===== src/rtl/rf_wb_pkg.sv =====
// Shared constants, helpers and types for the register-file writeback arbiter.
package rf_wb_pkg;

   localparam int unsigned DEF_AW = 5;
   localparam int unsigned DEF_DW = 32;

   // Width of a requester index; never narrower than one bit.
   function automatic int unsigned src_w(input int unsigned n);
      return (n <= 1) ? 1 : $clog2(n);
   endfunction

   typedef struct packed {
      logic [DEF_AW-1:0] addr;
      logic [DEF_DW-1:0] data;
   } wb_req_t;

endpackage


===== src/rtl/rf_wb_arbiter_rr_pick.sv =====
// Combinational rotate-priority picker: first set request at or after ptr wins.
module rr_pick
   import rf_wb_pkg::*;
#(
   parameter int unsigned NREQ = 2,
   parameter int unsigned PW   = src_w(NREQ)
) (
   input  logic [NREQ-1:0] req,
   input  logic [PW-1:0]   ptr,
   output logic [NREQ-1:0] gnt,
   output logic [PW-1:0]   gnt_idx,
   output logic            any
);

   int unsigned k;

   always_comb begin
      gnt     = '0;
      gnt_idx = '0;
      any     = 1'b0;
      k       = 0;
      for (int unsigned i = 0; i < NREQ; i++) begin
         k = (32'(ptr) + i) % NREQ;
         if (!any && req[k]) begin
            gnt[k]  = 1'b1;
            gnt_idx = PW'(k);
            any     = 1'b1;
         end
      end
   end

endmodule


===== src/rtl/rf_wb_arbiter.sv =====
// Round-robin arbiter sharing one regfile write port among NREQ writeback sources.
module rf_wb_arbiter
   import rf_wb_pkg::*;
#(
   parameter int unsigned NREQ = 2,
   parameter int unsigned AW   = DEF_AW,
   parameter int unsigned DW   = DEF_DW
) (
   input  logic                     i_clk,
   input  logic                     i_rst,
   input  logic [NREQ-1:0]          i_req_valid,
   output logic [NREQ-1:0]          o_req_ready,
   input  logic [NREQ*AW-1:0]       i_req_addr,
   input  logic [NREQ*DW-1:0]       i_req_data,
   input  logic                     i_rf_busy,
   output logic                     o_rf_wen,
   output logic [AW-1:0]            o_rf_waddr,
   output logic [DW-1:0]            o_rf_wdata,
   output logic [src_w(NREQ)-1:0]   o_wr_src
);

   localparam int unsigned PW = src_w(NREQ);

   logic [PW-1:0]   ptr;
   logic [PW-1:0]   ptr_nxt;
   logic [NREQ-1:0] gnt;
   logic [PW-1:0]   gnt_idx;
   logic            any;
   logic            xfer;
   logic [AW-1:0]   sel_addr;
   logic [DW-1:0]   sel_data;

   rr_pick #(
      .NREQ (NREQ),
      .PW   (PW)
   ) u_pick (
      .req     (i_req_valid),
      .ptr     (ptr),
      .gnt     (gnt),
      .gnt_idx (gnt_idx),
      .any     (any)
   );

   always_comb begin
      xfer        = any & ~i_rf_busy & ~i_rst;
      o_req_ready = gnt & {NREQ{~i_rf_busy & ~i_rst}};
      sel_addr    = i_req_addr[gnt_idx*AW +: AW];
      sel_data    = i_req_data[gnt_idx*DW +: DW];
      ptr_nxt     = (gnt_idx == PW'(NREQ-1)) ? '0 : gnt_idx + 1'b1;
   end

   // x0 requests are still accepted and captured, only the enable is suppressed.
   always_ff @(posedge i_clk) begin
      if (i_rst) begin
         ptr        <= '0;
         o_rf_wen   <= 1'b0;
         o_rf_waddr <= '0;
         o_rf_wdata <= '0;
         o_wr_src   <= '0;
      end else begin
         o_rf_wen <= xfer && (sel_addr != '0);
         if (xfer) begin
            ptr        <= ptr_nxt;
            o_rf_waddr <= sel_addr;
            o_rf_wdata <= sel_data;
            o_wr_src   <= gnt_idx;
         end
      end
   end

endmodule


===== config.mk =====
export PLATFORM = sky130hd
export DESIGN_NAME = rf_wb_arbiter
export DESIGN_NICKNAME = d
export VERILOG_FILES = /design/src/rtl/rf_wb_pkg.sv /design/src/rtl/rf_wb_arbiter_rr_pick.sv /design/src/rtl/rf_wb_arbiter.sv
export SDC_FILE = /design/constraint.sdc
export NUM_CORES = 1
export LEC_CHECK = 0
export BUFFER_PORTS_ARGS = -buffer_cell sky130_fd_sc_hd__buf_2
export CORE_ASPECT_RATIO = 1.25
export CORE_MARGIN = 8
export CORE_UTILIZATION = 30
export DETAILED_ROUTE_END_ITERATION = 10
export REMOVE_ABC_BUFFERS = 1
export SLEW_MARGIN = 20
export SYNTH_ARGS = -nofsm -noshare
export SYNTH_HDL_FRONTEND = slang
export SYNTH_SLANG_ARGS = --single-unit

===== constraint.sdc =====
create_clock -name i_clk -period 1.2 [get_ports i_clk]
set_input_delay 0 -clock i_clk [delete_from_list [all_inputs] [get_ports i_clk]]
set_output_delay 0 -clock i_clk [all_outputs]
set_load 0.02 [all_outputs]

==> results.ini <==
[floorplanning]
chipWidth_um=85.2
floorplan.core_area_um2=5780
rows=31
fp.dieArea_um2=8740
boundaryPins=120
floorplan.die.height_um=103
start_util_pct=31.1

[worst_hold_path]
hold_path.class=in2reg

[layout]
num_antenna_cells=0
flow.area_growth_from_synthesis_pct=64.7
num-fill-cells=553
final_layout_size_suffix_gt1_share_pct=42.7
finish.net_count=441

[power]
power.switching_mw=0.919
pwr_density_cell_nw_per_um2=1070
power_frac_comb_pct=24.2
seq_power_share_pct=46.4
finalPower_mw=3.17
power.clock.fraction_pct=29.5
vdd.ir_drop.worst_v=0.000465
cell_internal_power_mw=2.25
power_leakage_nw=1.44
power.switching_fraction_pct=29.0

[sta]
final.min_clock_period_ps=1330
fmax_mhz=754
timing_hold_violations_final=1
worst_slack_ps=-127
worst_slew_margin_rel_pct=82.9
report.final.setup_viol=30
finalMaxSlewViolations=0
layout_worst_path_cycle_share_pct=111
rsz0062_at_grt=yes
finalClockSkew_ps=1.69
worst_hold_slack_ps=-1.03
tightest_slew_ps=256

[worst_setup_path]
worst-r2r-setup-slack_ps=-130
cp-start-kind=flip-flop
critical_path_required_ps=1380
timing.critical_path.to_type=flip-flop
maximum_fanout_count_along_the_critical_path=8
cp.arrival_ps=1500
path_class=reg2reg

[synthesis]
synth_top_cell_by_area=sky130_fd_sc_hd__dfxtp_1
postSynth.asyncResetShare_pct=0
netlist.area_leader.share_pct=44.5
synth-main-ff-cell=sky130_fd_sc_hd__dfxtp_1
syn_avg_cell_area_um2=8.86
flop_and_latch_count_out_of_synthesis=40
synth.yosys.seq_area_share_pct=44.5
yosysWarnings=0
synth.top_cells.by_area=sky130_fd_sc_hd__dfxtp_1 (45%), sky130_fd_sc_hd__a221o_1 (18%), sky130_fd_sc_hd__nor3_1 (9.2%), sky130_fd_sc_hd__nand2_1 (7.1%), sky130_fd_sc_hd__buf_2 (3.3%)
synth_area_um2=1800
synthCells=203
synth-edff-count=0
yosysUniqueCellTypes=23

[job]
maxCapViolCount=0

[routing]
wire_per_inst_um=16.2
ant_nets=0
drt_initial_violations=168
drt_pre_antenna_iters=4
wirelength_um=6930
drt-vias-per-instance=5.07
detail_route.drc_violations=0
detailroute.via_count=2173

[placement]
globalplace.congestion=0.751
dp_hpwl_um=5030
port-buffer-count=119
dp_worst_setup_slack_ps=-84.3

[grt]
number_of_global_route_vias_before_repair=2237
grt.total_usage_pct=15.3
grt_start_max_net_pins=19
grt_first_pass_wirelength_um=10900
gr-total-overflow=0
grt_antenna_before_repair=0

[status]
run_status=complete, but fails checks
failed_checks=hold timing, setup timing

[clock_tree]
cts.sinks=40
cts-root-buf=sky130_fd_sc_hd__clkbuf_8
clkLatencyLatePin_ps=290
clk_transition_reported_paths_ps=80
cts_inserted_buffers=5
cts_tree=yes
clk_path_buf_depth=2
htreeDepth=2

-- cells in the mapped netlist (3+ instances only) --
library cell               number
sky130_fd_sc_hd__a221o_1       32
sky130_fd_sc_hd__a311oi_1       5
sky130_fd_sc_hd__buf_6          5
sky130_fd_sc_hd__clkbuf_1       3
sky130_fd_sc_hd__nand3_1        7
sky130_fd_sc_hd__nor2_1         5
sky130_fd_sc_hd__o21ai_0        7
sky130_fd_sc_hd__inv_1          3
sky130_fd_sc_hd__dfxtp_1       40
sky130_fd_sc_hd__a21oi_1        7
sky130_fd_sc_hd__nor3_1        33
sky130_fd_sc_hd__buf_2         12
sky130_fd_sc_hd__nand2_1       34
-- registers in the layout, indices dropped and copies added (netlist names) --
register / flops
o_rf_waddr: 5
o_rf_wdata: 32
o_rf_wen: 1
o_wr_src: 1
ptr: 1
-- metrics by stage --
stage                     utilization, %  std cells  setup TNS, ps  cell area (um2)
after floorplan                        -        182         -20170             1670
after global placement              43.0        386          -1160             2490
after detailed placement            43.0        386          -2150             2490
after CTS                           50.5        427          -2620             2920
after global routing                51.2        429          -3810             2960
final                               51.2        429          -2580             2960
-- area by class of cell --
cell class              instances  area, um2  area share (%)
clock inverters                 2       10.0           0.338
clock buffers                   6       82.6            2.79
flip-flops and latches         40        802            27.1
inverters                       3       11.3           0.380
repair buffers                173       1110            37.4
multi-input cells             139        866            29.2
well taps                      66       82.6            2.79
-- what timing repair did --
| item | CTS | global route |
|---|---|---|
| endpoints found under the hold margin | 33 | 0 |
| pin swaps | 0 | 14 |
| hold buffers | 33 | 0 |
| setup buffers | 0 | 2 |
| cloned | 0 | 1 |
| endpoints found under the setup margin | 33 | 39 |
| gates resized for setup | 2 | 15 |
-- worst max-delay path, cell delays in order (launching register included) --
cell                      delay, ps
sky130_fd_sc_hd__dfxtp_2        330
sky130_fd_sc_hd__and2b_2        240
sky130_fd_sc_hd__nor3_4          50
sky130_fd_sc_hd__buf_6          130
sky130_fd_sc_hd__buf_6          130
sky130_fd_sc_hd__a221o_1        340
-- power by group through the flow --
stage	logic (mW)	clock network (mW)	registers, mW
floorplan	0.201	0	1.60
global placement	0.662	0	1.50
detailed placement	0.669	0	1.49
CTS	0.753	0.961	1.47
global route	0.827	1.02	1.48
finish	0.765	0.933	1.47
-- cell families (layout without fill, tap and decap cells) --
group / Yosys count / in the layout / share of synthesized area (%)
AND/OR/NAND/NOR: 86 / 86 / 22.4
AO/OA/AOI/OAI: 53 / 53 / 25.1
flip-flops: 40 / 40 / 44.5
buffers and inverters: 24 / 184 / 7.93
-- cells in the final DEF, fill, tap and decap left out, types with 6 or more instances in the layout --
master / Yosys / layout
sky130_fd_sc_hd__buf_4: 0 / 18
sky130_fd_sc_hd__a221o_1: 32 / 32
sky130_fd_sc_hd__buf_2: 12 / 117
sky130_fd_sc_hd__clkbuf_8: 0 / 6
sky130_fd_sc_hd__a21oi_1: 7 / 7
sky130_fd_sc_hd__nor3_1: 33 / 33
sky130_fd_sc_hd__dlygate4sd3_1: 0 / 33
sky130_fd_sc_hd__nand2_1: 34 / 34
sky130_fd_sc_hd__nand3_1: 7 / 7
sky130_fd_sc_hd__dfxtp_1: 40 / 39
-- routing by layer --
metal	track usage, %	vias to the layer above	share of wire (%)
li1	-	1078	-
met1	17.4	999	41
met2	26.4	88	50
met3	5.34	8	7.9
met4	4.26	0	1.2
met5	0	-	0
-- final timing paths --
kind | depth (start not counted) | endpoint | startpoint
setup / recovery | 5 | o_rf_wdata[6] | ptr
hold / removal | 3 | o_rf_waddr[0] | i_req_addr[0]
setup reg to reg | 5 | o_rf_wdata[6] | ptr
hold reg to reg | 1 | o_rf_wdata[17] | o_rf_wdata[17]
No activity file was read; power rests on OpenSTA's default activity.
